$ cat config.mk
export PLATFORM = sky130hd
export DESIGN_NAME = i2c_byte_master
export DESIGN_NICKNAME = d
export VERILOG_FILES = /design/src/rtl/i2c_byte_master.sv
export SDC_FILE = /design/constraint.sdc
export NUM_CORES = 1
export LEC_CHECK = 0
export ABC_AREA = 0
export ABC_CLOCK_PERIOD_IN_PS = 6800
export BUFFER_PORTS_ARGS = -buffer_cell sky130_fd_sc_hd__buf_4
export CELL_PAD_IN_SITES_DETAIL_PLACEMENT = 0
export CELL_PAD_IN_SITES_GLOBAL_PLACEMENT = 1
export CORE_MARGIN = 2
export CORE_UTILIZATION = 47
export CTS_CLUSTER_DIAMETER = 50
export CTS_CLUSTER_SIZE = 28
export DETAILED_ROUTE_END_ITERATION = 8
export GPL_TIMING_DRIVEN = 0
export MAX_ROUTING_LAYER = met4
export PLACE_DENSITY = 0.87
export SYNTH_ARGS = -nofsm -noshare
export SYNTH_HDL_FRONTEND = slang
export SYNTH_SLANG_ARGS = --single-unit
export TNS_END_PERCENT = 5
$ cat constraint.sdc
create_clock -name clk -period 6.8 [get_ports clk]
set_input_delay 1.36 -clock clk [delete_from_list [all_inputs] [get_ports clk]]
set_output_delay 1.36 -clock clk [all_outputs]
set_load 0.05 [all_outputs]
$ cat src/rtl/i2c_byte_master.sv
// Byte-level I2C master: shifts address/data bytes on SDA, samples slave ACKs
// and read data, and issues START/STOP, all paced by the data_clk phase input.
//
// state    | meaning
// ---------+-----------------------------------------------------------
// IDLE     | bus released, waiting for ena
// START    | generate START / repeated START, then drive address MSB
// ADDR     | shift out remaining address + rw bits
// SLV_ACK1 | slave acknowledges address
// WR       | shift out data byte
// RD       | shift in data byte from slave
// SLV_ACK2 | slave acknowledges written byte; decide continue/restart/stop
// MSTR_ACK | master ACK/NACK of read byte; decide continue/restart/stop
// STOP     | generate STOP, return to IDLE
module i2c_byte_master #(
   parameter int SYNC_STAGES = 2
) (
   input  logic       clk,
   input  logic       rst,
   input  logic       data_clk,
   input  logic       ena,
   input  logic [6:0] addr,
   input  logic       rw,
   input  logic [7:0] data_wr,
   input  logic       sda_i,
   output logic       sda_oe,
   output logic       scl_not_ena,
   output logic       busy,
   output logic [7:0] data_rd,
   output logic       ack_error
);

   typedef enum logic [3:0] {
      IDLE, START, ADDR, SLV_ACK1, WR, RD, SLV_ACK2, MSTR_ACK, STOP
   } state_t;

   logic sda_s;

   generate
      if (SYNC_STAGES == 0) begin : g_nosync
         assign sda_s = sda_i;
      end else begin : g_sync
         logic [SYNC_STAGES-1:0] sync_q;
         always_ff @(posedge clk) begin
            if (!rst) begin
               sync_q <= '1;
            end else begin
               sync_q[0] <= sda_i;
               for (int i = 1; i < SYNC_STAGES; i++) sync_q[i] <= sync_q[i-1];
            end
         end
         assign sda_s = sync_q[SYNC_STAGES-1];
      end
   endgenerate

   state_t     state_q, state_d;
   logic [2:0] bit_cnt_q, bit_cnt_d;
   logic [7:0] addr_rw_q, addr_rw_d;
   logic [7:0] tx_q, tx_d;
   logic [7:0] rx_q, rx_d;
   logic [7:0] data_rd_q, data_rd_d;
   logic       sda_oe_q, sda_oe_d;
   logic       scl_not_ena_q, scl_not_ena_d;
   logic       busy_q, busy_d;
   logic       ack_error_q, ack_error_d;
   logic       data_clk_q;

   logic       rise, fall;
   logic [7:0] req;

   assign rise = data_clk & ~data_clk_q;
   assign fall = ~data_clk & data_clk_q;
   assign req  = {addr, rw};

   always_comb begin
      state_d       = state_q;
      bit_cnt_d     = bit_cnt_q;
      addr_rw_d     = addr_rw_q;
      tx_d          = tx_q;
      rx_d          = rx_q;
      data_rd_d     = data_rd_q;
      sda_oe_d      = sda_oe_q;
      scl_not_ena_d = scl_not_ena_q;
      busy_d        = busy_q;
      ack_error_d   = ack_error_q;
      if (rise) begin
         case (state_q)
            IDLE: begin
               if (ena) begin
                  addr_rw_d   = req;
                  tx_d        = data_wr;
                  busy_d      = 1'b1;
                  ack_error_d = 1'b0;
                  state_d     = START;
               end
            end
            START: begin
               sda_oe_d  = ~addr_rw_q[7];
               bit_cnt_d = 3'd7;
               state_d   = ADDR;
            end
            ADDR: begin
               if (bit_cnt_q == 3'd0) begin
                  sda_oe_d = 1'b0;
                  state_d  = SLV_ACK1;
               end else begin
                  bit_cnt_d = bit_cnt_q - 3'd1;
                  sda_oe_d  = ~addr_rw_q[bit_cnt_q - 3'd1];
               end
            end
            SLV_ACK1: begin
               bit_cnt_d = 3'd7;
               if (!addr_rw_q[0]) begin
                  sda_oe_d = ~tx_q[7];
                  state_d  = WR;
               end else begin
                  sda_oe_d = 1'b0;
                  state_d  = RD;
               end
            end
            WR: begin
               if (bit_cnt_q == 3'd0) begin
                  sda_oe_d = 1'b0;
                  busy_d   = 1'b0;
                  state_d  = SLV_ACK2;
               end else begin
                  bit_cnt_d = bit_cnt_q - 3'd1;
                  sda_oe_d  = ~tx_q[bit_cnt_q - 3'd1];
               end
            end
            RD: begin
               if (bit_cnt_q == 3'd0) begin
                  data_rd_d = rx_q;
                  busy_d    = 1'b0;
                  // ACK only when the user wants another byte of the same read
                  sda_oe_d  = ena && (req == addr_rw_q);
                  state_d   = MSTR_ACK;
               end else begin
                  bit_cnt_d = bit_cnt_q - 3'd1;
               end
            end
            SLV_ACK2, MSTR_ACK: begin
               if (ena) begin
                  busy_d = 1'b1;
                  tx_d   = data_wr;
                  if (req == addr_rw_q) begin
                     bit_cnt_d = 3'd7;
                     if (!addr_rw_q[0]) begin
                        sda_oe_d = ~data_wr[7];
                        state_d  = WR;
                     end else begin
                        sda_oe_d = 1'b0;
                        state_d  = RD;
                     end
                  end else begin
                     addr_rw_d = req;
                     sda_oe_d  = 1'b0;
                     state_d   = START;
                  end
               end else begin
                  sda_oe_d = 1'b1;
                  state_d  = STOP;
               end
            end
            default: ;
         endcase
      end else if (fall) begin
         case (state_q)
            START: begin
               sda_oe_d      = 1'b1;
               scl_not_ena_d = 1'b0;
            end
            SLV_ACK1, SLV_ACK2: begin
               if (sda_s) ack_error_d = 1'b1;
            end
            RD: rx_d[bit_cnt_q] = sda_s;
            STOP: begin
               sda_oe_d      = 1'b0;
               scl_not_ena_d = 1'b1;
               busy_d        = 1'b0;
               state_d       = IDLE;
            end
            default: ;
         endcase
      end
   end

   always_ff @(posedge clk) begin
      if (!rst) begin
         state_q       <= IDLE;
         bit_cnt_q     <= 3'd7;
         addr_rw_q     <= 8'h00;
         tx_q          <= 8'h00;
         rx_q          <= 8'h00;
         data_rd_q     <= 8'h00;
         sda_oe_q      <= 1'b0;
         scl_not_ena_q <= 1'b1;
         busy_q        <= 1'b0;
         ack_error_q   <= 1'b0;
         data_clk_q    <= 1'b0;
      end else begin
         state_q       <= state_d;
         bit_cnt_q     <= bit_cnt_d;
         addr_rw_q     <= addr_rw_d;
         tx_q          <= tx_d;
         rx_q          <= rx_d;
         data_rd_q     <= data_rd_d;
         sda_oe_q      <= sda_oe_d;
         scl_not_ena_q <= scl_not_ena_d;
         busy_q        <= busy_d;
         ack_error_q   <= ack_error_d;
         data_clk_q    <= data_clk;
      end
   end

   assign sda_oe      = sda_oe_q;
   assign scl_not_ena = scl_not_ena_q;
   assign busy        = busy_q;
   assign data_rd     = data_rd_q;
   assign ack_error   = ack_error_q;

endmodule

# ---- After elaboration in Yosys (flattened, before gate mapping)
# Index checks and enable logic that the tools add are counted.
dict set report op_classes {
  n_addsub 1
  magnitude_cmp 3
  eq_ne 25
  mux 50
  bitwise 10
  reduce_logical 28
}
# operator n
set ops {}
lappend ops {{4-bit 2-to-1 mux} 9}
lappend ops {{4-bit case mux with 7 select lines} 1}
lappend ops {{1-bit 2-to-1 mux} 24}
lappend ops {{8-bit 2-to-1 mux} 3}
lappend ops {{5-bit AND reduction} 4}
lappend ops {{3-bit != test (second input constant)} 6}
lappend ops {{4-bit by 3-bit equality test with 1-bit output (second input constant)} 4}
lappend ops {{8-bit case mux with 2 select lines} 1}
lappend ops {{2-bit != test (second input constant)} 6}
lappend ops {{3-bit AND reduction} 4}
lappend ops {{2-bit nonzero test} 6}
lappend ops {{3-bit 2-to-1 mux} 3}
lappend ops {{3-bit case mux with 3 select lines} 1}
lappend ops {{8-bit bitwise mux} 1}
lappend ops {{4-bit by 2-bit equality test with 1-bit output (second input constant)} 2}
lappend ops {{8-bit equality test} 1}
lappend ops {{3-bit by 4-bit < comparator with 1-bit output (second input constant)} 2}
lappend ops {{8-bit by 1-bit != test with 1-bit output (second input constant)} 1}
lappend ops {{1-bit inverter} 8}
lappend ops {{2-bit OR reduction} 4}
lappend ops {{7-bit by 1-bit != test with 1-bit output (second input constant)} 1}
lappend ops {{7-bit AND reduction} 1}
lappend ops {{1-bit binary-select mux with 3-bit select} 2}
lappend ops {{1-bit case mux with 2 select lines} 3}
lappend ops {{15 further kinds} 19}
dict set report word_totals {
  register_bits 46
  input_bits 21
  out_inout_bits 12
  elab_cells 129
}

# ---- Longest topological paths before layout
dict set report depth {
  word_depth 7
  mapped_depth 8
  mapped_depth_nobuf 7
}

# ---- Worst setup path before layout
# Ideal clock, no wire load.
dict set report synth_path {
  path_type {input -> register}
  from {input port data_clk}
  to {register data_rd_q[0], in the netlist data_rd[0]}
  setup_ns 0.118
  arrival_ns 2.715
  required_time_ns 6.682
  path_slack_ns 3.967
  cell_stages 6
  path_buffers 1
  path_cell_list {ha_1 > clkbuf_1 > nor2b_1 > nand4_1 > mux2i_1 > nor2b_1}
}
dict set report synth_between {
  elab_chain_cells 2
}
# item line_no
set synth_rtl {}
lappend synth_rtl {{start, declared} 20} ;# input logic data_clk,
lappend synth_rtl {{1-bit bitwise AND} 71} ;# assign rise = data_clk & ~data_clk_q;
lappend synth_rtl {{3-bit AND reduction (no line)} -}
lappend synth_rtl {{end signal, assigned} 207} ;# data_rd_q <= data_rd_d;
lappend synth_rtl {{end, declared} 61} ;# logic [7:0] data_rd_q, data_rd_d;
# Every way passes these cells.
# A chain may end at the register's enable or synchronous reset.

# ---- Final worst setup path
dict set report layout_path {
  from {input port data_clk}
  to {register data_rd_q[6], in the netlist data_rd[6]}
}
# Same word-level chain as after synthesis.

==> key figures <==
Logic synthesis
  – Synthesized instance count: 287
  – Mapped Area: 2610 µm²
  – Main synth FF type: dfxtp_1
  – Fraction of registers with async set/reset: 0%
  – Synth cell types: 54
  – Largest area contributor in the netlist: dfxtp_1
  – Post-synth top area share: 35.3%
  – Count leader, synth: dfxtp_1
  – Sequential area share after synthesis: 35.3%
  – Synth top area cells: dfxtp_1 35%, mux2i_1 13%, nor2b_1 7.7%
  – Mean Syn Cell Area: 9.09 µm²
  – FF+latch count, synth: 46
  – EDFF count, synth: 0
  – Syn nets: 313
  – Synth warn: 0
  – Top cells by count, synth: 46 x dfxtp_1, 33 x mux2i_1, 32 x nor2b_1

Timing
  – Setup TNS: 0 ns
  – Final hold vios: 0
  – Setup ws final: 3.70 ns
  – Clk_skew: 0.00572 ns
  – Slew @ Worst Pin: 0.618 ns
  – Fmax: 322 MHz
  – Fin. max-slew vios: 0
  – Final Critical Period: 3.10 ns
  – Period Utilization, post-route: 45.6%
  – RSZ-0062 raised after global routing: false
  – Slew margin rel.: 58.7%
  – Setup violations, final: 0

Pwr
  – Pwr/cell area: 167 nW/µm²
  – Net Sw Frac: 25.5%
  – Peak VDD IR: 0.137 mV
  – Int Power: 0.376 mW
  – Clock share of power: 33.1%
  – Switch Pwr: 0.129 mW
  – Sequential share of power: 55.4%
  – Pwr Total: 0.504 mW
  – Pleak: 1.18 nW
  – Combinational share of power: 11.5%

Clock network
  – Reg clk slew, reported paths: 0.09 ns
  – CTS tree: built
  – Post-CTS setup buffers: 0
  – Worst skew pair latency: 0.30 ns
  – Post-CTS Hold Fix Bufs: 0
  – CTS root buf: clkbuf_8
  – H-tree level count: 2
  – Clock Tree Buf Depth: 2
  – Resized Gates After CTS: 0
  – CTS sink cnt: 46
  – Num CTS Buffers: 5

Worst setup path
  – Kind of critical path: input pin to register
  – Most repeated library cell on the critical path: nor2b_1
  – Worst-path cell chain: buf_4 > ha_1 > clkbuf_1 > nor2b_1 > nand4_1 > mux2i_1 > nor2b_1
  – Worst Path Arrival: 3.30 ns
  – Crit path largest cell delay: 0.55 ns
  – Req. time, crit path: 7.00 ns
  – Crit path launch type: input pin
  – Critical path endpoint category: register
  – Critical path's slowest cell: nand4_1
  – Worst-path fanout max: 10

Drt
  – Per-cell routed wire length: 15.0 µm
  – DRT iter0 DRCs: 198
  – DR vias/cell: 5.64
  – DRC violations left: 0
  – Routed vias: 2245
  – Total Wirelength: 5.97 mm
  – Drt pass-1 iters: 5
  – ANT nets after route: 0

Global route
  – Total grt overflow: 0
  – Vias in the first global route: 2037
  – First-pass GRT wire length: 9.92 mm
  – Largest net degree at the start of global routing: 15
  – GRT Total Usage: 20.9%
  – Initial antenna violation count: 0

Final layout
  – # fillers: 515
  – Final net count: 351
  – Multi-input gate area: 1570 µm²
  – Share of cells above drive strength 1: 17.2%
  – Diodes inserted: 0
  – P&R area growth vs syn: 15.7%
  – Register area: 921 µm²

Place
  – Buffers on Ports: 31
  – Gpl congestion: 0.882
  – Place WS: 3.36 ns
  – DP Wirelength: 4.39 mm

Die
  – Placement Rows: 27
  – Initial Utilization: 47.9%
  – Die Wd: 78.5 µm
  – IO Count: 33
  – Die Y: 78.5 µm
  – Die area: 6160 µm²
  – Core region area: 5440 µm²

Run
  – Max-Cap Viols: 0

Hold path
  – Worst hold path class: register to register

Run status
  – Outcome: complete, no violations
## layer usage
layer / part of all wire [%] / vias up / track usage (%)
li1: - / 1089 / -
met1: 46 / 1051 / 28.6
met2: 47 / 91 / 31.9
met3: 5.1 / 14 / 3.56
met4: 1.8 / 0 / 5.96
met5: 0 / - / -
## power by group through the flow
stage | clock, mW | combinational (mW) | sequential [mW]
after floorplan | 0 | 0.0360 | 0.286
after global placement | 0 | 0.0573 | 0.286
after detailed placement | 0 | 0.0578 | 0.286
after CTS | 0.170 | 0.0582 | 0.279
after global routing | 0.182 | 0.0637 | 0.280
final | 0.167 | 0.0581 | 0.279
## metrics by stage
step | hold slack, ns | utilization [%] | instance area [µm²] | instances
2_1_floorplan | 0.386 | - | 2610 | 287
3_3_place_gp | 0.388 | 53.9 | 2930 | 390
3_5_place_dp | 0.396 | 53.9 | 2930 | 390
4_1_cts | 0.418 | 55.5 | 3020 | 398
5_1_grt | 0.426 | 55.5 | 3020 | 398
6_report | 0.414 | 55.5 | 3020 | 398
## flip-flops by register name, indices dropped and copies added (netlist names)
name,flops
ack_error,1
addr_rw_q,8
bit_cnt_q,3
busy,1
data_clk_q,1
data_rd,8
g_sync.sync_q,2
rx_q,8
scl_not_ena,1
sda_oe,1
state_q,4
tx_q,8
## critical path: cells and delay by family
kind          cells  cell delay [ns]
simple gates      3             0.96
mux               1             0.34
buf+inv           2             0.46
fa+ha+maj         1             0.18
## final cells by class
class	instances	area share, %
Timing Repair Buffer	31	7.71
Inverter	7	0.871
Sequential cell	46	30.5
Clock inverter	2	0.456
Clock buffer	6	2.41
Tap cell	72	2.99
Buffer	18	2.90
Multi-Input combinational cell	216	52.1
## layout by cell type, fill, tap and decap left out, types with 6 or more instances in the layout
cell / count
buf_4: 32
mux2i_1: 33
nor2_1: 7
dfxtp_1: 46
o21ai_0: 7
nand4_1: 6
a21oi_1: 6
xnor2_1: 9
nor2b_1: 32
nand2_1: 31
nand3_1: 7
clkbuf_1: 13
nand2b_1: 7
inv_1: 7
## final timing paths
path,start,endpoint,slack (ns),cells past startpoint
max reg2reg,bit_cnt_q[1]$_SDFFE_PN1P_,sda_oe$_SDFFE_PN0P_,4.28,8
max,data_clk,data_rd[6]$_SDFFE_PN0P_,3.70,7
min,g_sync.sync_q[0]$_SDFF_PN1_,g_sync.sync_q[1]$_SDFF_PN1_,0.41,1
min reg2reg,g_sync.sync_q[0]$_SDFF_PN1_,g_sync.sync_q[1]$_SDFF_PN1_,0.41,1
## cell families after synthesis
kind of cell	Yosys count	synth area share (%)
simple gates	118	25.7
flops	46	35.3
compound gates	44	12.3
mux	39	16.6
buf+inv	25	4.37
xor+xnor	10	3.36
fa+ha+maj	5	2.40
Power figures use the tool's default switching activity.
